`src/rtl/afifo_rd_stream.sv`:
```
// Read-side consumer for the async FIFO: pops show-ahead words into a
// two-entry head/skid buffer and presents them as a registered valid/ready stream.
module afifo_rd_stream #(
    parameter int DATA_WIDTH = 32,
    parameter int CNT_WIDTH  = 16
) (
    input  logic                  rclk,
    input  logic                  rrst,
    input  logic                  en,
    input  logic                  rempty,
    input  logic [DATA_WIDTH-1:0] rdata,
    output logic                  rinc,
    output logic                  m_valid,
    input  logic                  m_ready,
    output logic [DATA_WIDTH-1:0] m_data,
    output logic [1:0]            occupancy,
    output logic [CNT_WIDTH-1:0]  word_cnt
);

    typedef enum logic [1:0] {
        EMPTY = 2'd0,
        ONE   = 2'd1,
        TWO   = 2'd2
    } state_t;

    state_t                state_q, state_d;
    logic [DATA_WIDTH-1:0] head_q, head_d;
    logic [DATA_WIDTH-1:0] skid_q, skid_d;
    logic [CNT_WIDTH-1:0]  word_cnt_q, word_cnt_d;
    logic                  push, take;

    // Pop decision uses only local state, so m_ready never reaches the FIFO.
    assign rinc      = en && !rempty && (state_q != TWO) && !rrst;
    assign push      = rinc;
    assign m_valid   = (state_q != EMPTY);
    assign take      = m_valid && m_ready;
    assign m_data    = head_q;
    assign occupancy = state_q;
    assign word_cnt  = word_cnt_q;

    always_comb begin
        state_d    = state_q;
        head_d     = head_q;
        skid_d     = skid_q;
        word_cnt_d = word_cnt_q + CNT_WIDTH'(take);
        case (state_q)
            EMPTY: begin
                if (push) begin
                    head_d  = rdata;
                    state_d = ONE;
                end
            end
            ONE: begin
                if (push && take) begin
                    head_d = rdata;
                end else if (push) begin
                    skid_d  = rdata;
                    state_d = TWO;
                end else if (take) begin
                    state_d = EMPTY;
                end
            end
            TWO: begin
                // Skid always follows head, keeping strict FIFO order.
                if (take) begin
                    head_d  = skid_q;
                    state_d = ONE;
                end
            end
            default: state_d = EMPTY;
        endcase
    end

    always_ff @(posedge rclk or posedge rrst) begin
        if (rrst) begin
            state_q    <= EMPTY;
            head_q     <= '0;
            skid_q     <= '0;
            word_cnt_q <= '0;
        end else begin
            state_q    <= state_d;
            head_q     <= head_d;
            skid_q     <= skid_d;
            word_cnt_q <= word_cnt_d;
        end
    end

endmodule

```
`config.mk`:
```
export PLATFORM = sky130hd
export DESIGN_NAME = afifo_rd_stream
export DESIGN_NICKNAME = d
export VERILOG_FILES = /design/src/rtl/afifo_rd_stream.sv
export SDC_FILE = /design/constraint.sdc
export NUM_CORES = 1
export LEC_CHECK = 0
export ABC_CLOCK_PERIOD_IN_PS = 2280
export BUFFER_PORTS_ARGS = -buffer_cell sky130_fd_sc_hd__buf_2
export CAP_MARGIN = 20
export CELL_PAD_IN_SITES_DETAIL_PLACEMENT = 0
export CELL_PAD_IN_SITES_GLOBAL_PLACEMENT = 1
export CORE_UTILIZATION = 39
export DETAILED_ROUTE_END_ITERATION = 8
export GPL_TIMING_DRIVEN = 0
export PLACE_DENSITY_LB_ADDON = 0.25
export REMOVE_ABC_BUFFERS = 1
export SETUP_SLACK_MARGIN = 0.4
export SYNTH_ARGS = -nofsm -noshare
export SYNTH_HDL_FRONTEND = slang
export SYNTH_SLANG_ARGS = --single-unit
```
`constraint.sdc`:
```
create_clock -name rclk -period 2.28 [get_ports rclk]
set_input_delay 0.228 -clock rclk [delete_from_list [all_inputs] [get_ports rclk]]
set_output_delay 0.228 -clock rclk [all_outputs]
set_load 0.005 [all_outputs]
```
Yosys cells after proc, flatten, opt, wreduce, memory -nomap -nowiden:

Index checks and enable logic that the tools add are counted.
Widths: inputs -> output; s select.

* add/sub/neg operators: 1
* equal/unequal tests: 8
* multiplexer cells: 10
* bitwise gates (word level): 1
* reductions and logical operators: 13

Operators by type and width (count)
* $mux 32: 3
* $pmux 32 s3: 1
* $add 16x1->16: 1
* $mux 2: 5
* $ne 2x2->1 const B: 5
* $reduce_and 4->1: 2
* $pmux 2 s3: 1
* $logic_and 1x1->1: 5
* $ne 3x3->1 const B: 1
* $reduce_and 3->1: 1
* $reduce_bool 3->1: 1
* $eq 2x1->1 const B: 1
* $eq 2x2->1 const B: 1
* $logic_not 1->1: 2
* $logic_not 2->1: 1
* $reduce_bool 2->1: 1
* $not 1->1: 1

* register bits after elaboration: 82
* bits of input ports: 37
* logic and storage cells: 37

Depth between registers and ports, before layout:

* word-level depth: 7
* gate-level depth with buffers: 7
* gate-level depth less buffers: 7

Worst setup path before layout:

Ideal clock, no wire load.

* kind: register to register
* start point: register state_q[1], in the netlist occupancy[1]
* end point: register word_cnt_q[14], in the netlist word_cnt[14]
* setup time: 0.123 ns
* arrival time: 1.653 ns
* path slack: 0.504 ns
* cell stages (with the launch flop): 8
* period minus slack after synthesis: 1.776 ns
* cell sequence: dfrtp_1 o211ai_1 inv_1 ha_1 and4_1 nor3b_1 nand3_1 xnor2_1

* cells in the longest elaborated chain, start to end: 3

Ends and longest elaborated chain
* start, declared: RTL line 26 `state_t state_q, state_d;`
* start signal, assigned: RTL line 81 `state_q <= state_d;`
* $reduce_bool 2->1: RTL line 35 `assign m_valid = (state_q != EMPTY);`
* $logic_and 1x1->1: RTL line 36 `assign take = m_valid && m_ready;`
* $add 16x1->16: RTL line 45 `word_cnt_d = word_cnt_q + CNT_WIDTH'(take);`
* via word_cnt_d[14]: RTL line 29 `logic [CNT_WIDTH-1:0] word_cnt_q, word_cnt_d;`
* end signal, assigned: RTL line 84 `word_cnt_q <= word_cnt_d;`
* end, declared: RTL line 29

The timed path passes the listed nets, and every way through them passes these cells.
A chain may end at the register's enable or synchronous reset.

Worst setup path after layout:

* start point: register state_q[1], in the netlist occupancy[1]
* end point: register head_q[9], in the netlist m_data[9]

* cells in the longest elaborated chain, start to end: 6
* elaborated cells on any way between the ends: 15

Ends and longest elaborated chain
* $ne 2x2->1: RTL line 33 `assign rinc = en && !rempty && (state_q != TWO) && !rrst;`
* $logic_and 1x1->1 (2 in a row): RTL line 33
* $logic_and 1x1->1: RTL line 54 `if (push && take) begin`
* $ne 2x2->1 (no line)
* $reduce_and 4->1 (no line)
* end signal, assigned: RTL line 77 `head_q <= '0;`
* end signal, assigned: RTL line 82 `head_q <= head_d;`
* end, declared: RTL line 27 `logic [DATA_WIDTH-1:0] head_q, head_d;`

Several ways; a longest one is shown, not always the timed one.

==> summary.txt <==
Run status
  – Status: complete, no violations

Logic synthesis
  – YS warnings: 0
  – Distinct cells, synth: 34
  – Synth Area in Adders: 0.659%
  – Compound-gate portion of the synthesized area: 7.84%
  – Syn Inst Count: 287
  – Mapped Area: 3800 µm²
  – Top FF cell, synth: dfrtp_1
  – Post-Synth XOR/XNOR Area: 3.23%
  – Avg Cell Area, Syn: 13.2 µm²
  – Mux contribution to synthesized area: 21.1%
  – Sequential area share after synthesis: 54.0%
  – Synth Area in Simple Gates: 9.56%
  – Number of synthesized register bits: 82
  – EDFF count, synth: 0
  – Main combinational cell family by area after synthesis: multiplexers
  – Synth async-reset ratio: 100%

Floorplan
  – Core area: 9330 µm²
  – Die width: 101 µm
  – Ports: 89
  – Row cnt: 35
  – Die Y: 101 µm
  – Die area: 10100 µm²
  – Starting Density: 40.7%

Pwr
  – Power Dens Cells: 881 nW/µm²
  – Leakage: 2.64 nW
  – Total power: 4.21 mW
  – Maximum VDD drop: 0.000392 V

Flow run
  – Max_cap viols: 0

Placement
  – Port bufs: 88
  – Dpl cells: 490
  – Detailed Place HPWL: 5210 µm
  – Placement Setup Slack: -0.148 ns
  – Gpl congestion: 0.722

Clocking
  – Reg clk slew, reported paths: 0.08 ns
  – CTS Buf Count: 9
  – CTS root buf: clkbuf_8
  – Max clock buf depth: 2
  – CTS tree: done
  – Clock latency on the worst-skew pair: 0.33 ns
  – Htree depth: 3
  – Sinks on Clock Net: 82

Timing
  – Final worst setup slack: 0.471 ns
  – Min Tclk post-route: 1.81 ns
  – Final Max Slew Viols: 0
  – Final TNS setup: 0 ns
  – Fin crit share: 79.4%
  – Final Hold Fails: 0
  – Finish-stage setup viols: 0
  – Hold Slack: 0.139 ns
  – Worst-Margin Slew: 0.518 ns
  – Final Skew: 0.0101 ns
  – Unrepaired setup endpoints after global routing: true
  – Achievable clock frequency: 0.553 GHz
  – Worst slew margin: 65.5%

Critical path
  – Worst Path Max Fanout: 25
  – Worst stage delay on the critical path: 0.54 ns
  – Critical path startpoint: occupancy[1]
  – Critical path type: reg2reg
  – Endpoint class of the critical path: register
  – Worst EP required: 2.54 ns
  – Slowest-stage cell, CP: or4b_4
  – R2R Path Start: occupancy[1]
  – Critical path, cell by cell: or4b_4 -> a21o_4 -> buf_16 -> and2_4 -> o21ai_2
  – Worst setup SP type: register
  – Worst Path Arrival: 2.07 ns

Final layout
  – Area grow syn2layout: 25.9%
  – Most common cell after layout, fill and taps aside: buf_2
  – Post-Layout Cell Count: 516
  – Ant. Diodes: 0
  – Nets: 422
  – Share of cells above drive strength 1: 49.9%
  – Most frequent cells in the layout: buf_2, dfrtp_1, nand3_1

GRT
  – Congestion Overflow GR: 0
  – Number of global-route vias before repair: 2569
  – Initial antenna violation count: 0
  – GRT Total Usage: 17.4%
  – First-pass GRT wire length: 13500 µm
  – Largest net degree at the start of global routing: 45

Detailed routing
  – Post-DRT Antenna Nets: 0
  – Vias: 2547
  – DRT iter0 DRCs: 66
  – Total Routed Length: 8270 µm
  – First-pass DRT Iterations: 4
  – Via/cell ratio: 4.94
  – Drt drc: 0
  – WL/cell: 16.0 µm

Worst hold path
  – Worst min path class: in2reg
  – Worst hold path startpoint: rdata[28]
[critical path, delay by kind of cell, from the launching register on]
kind / cells / cell delay [ns]
compound gates: 2 / 0.39
buf+inv: 1 / 0.16
simple gates: 2 / 0.76
flops: 1 / 0.43
[layout make-up]
type / count / area (µm²)
multi-input combinational: 184 / 1680
timing repair buffer: 101 / 633
clock buffer: 10 / 128
inverter: 5 / 21.3
tap: 129 / 161
sequential: 82 / 2050
fill: 872 / 4550
clock inverter: 5 / 104
[stage by stage]
step	utilization, %	instance area (µm²)
global route	51.3	4780
floorplan	-	3680
detailed placement	47.3	4420
CTS	50.9	4750
finish	51.3	4780
global placement	45.9	4280
[synth_stat cells, types with 2 or more instances]
cell | n | share of area, %
dfrtp_1 | 82 | 54
nand3_1 | 37 | 4.9
mux2i_1 | 33 | 8.7
o21ai_2 | 30 | 6.9
mux2_4 | 29 | 11
xnor2_1 | 8 | 1.8
clkbuf_1 | 7 | 0.69
buf_6 | 6 | 1.8
xor2_1 | 6 | 1.4
inv_1 | 5 | 0.49
buf_1 | 4 | 0.40
nand2_1 | 4 | 0.40
o21ai_0 | 4 | 0.53
and3_1 | 3 | 0.49
mux2_2 | 3 | 0.89
buf_2 | 2 | 0.26
ha_1 | 2 | 0.66
nand4_1 | 2 | 0.33
nor2b_1 | 2 | 0.33
nor4_1 | 2 | 0.33
or2_2 | 2 | 0.33
or3b_1 | 2 | 0.46
[state kept, by name (all words and copies together), names as in the netlist]
name       flops
m_data        32
occupancy      2
skid_q        32
word_cnt      16
[final timing paths]
path	cells after the start	to	slack, ns
max	5	m_data[9]	0.47
min	2	skid_q[28]	0.14
max reg2reg	5	m_data[9]	0.47
min reg2reg	1	word_cnt[15]	0.46
max in group asynchronous	4	m_data[16]	1.15
min in group asynchronous	3	word_cnt[0]	0.54
[cell families after synthesis]
| logic type | after synthesis |
|---|---|
| AO/OA/AOI/OAI | 36 |
| XOR/XNOR | 14 |
| adder cells (fa/ha/maj) | 2 |
| buffers and inverters | 24 |
| flip-flops | 82 |
| multiplexers | 65 |
| AND/OR/NAND/NOR | 64 |
[repair_timing]
action	CTS	global route
hold buffers	1	0
pin swaps	4	4
endpoints found under the hold margin	38	0
endpoints found under the setup margin	58	43
gates cloned	3	0
buffers inserted	5	2
gates resized for setup	11	6
[per-layer routing]
metal / track usage, % / up-vias / wire length (µm)
met5: 0 / - / 0
met4: 5.69 / 0 / 40
met3: 3.61 / 2 / 402
met2: 28.5 / 57 / 4000
met1: 23.3 / 1275 / 3820
li1: - / 1213 / -
[power by group]
part	internal (mW)	switching, mW
clock network	0.723	0.495
registers	1.82	0.232
logic	0.558	0.387
Note: power is estimated with default switching activity, not from simulation.
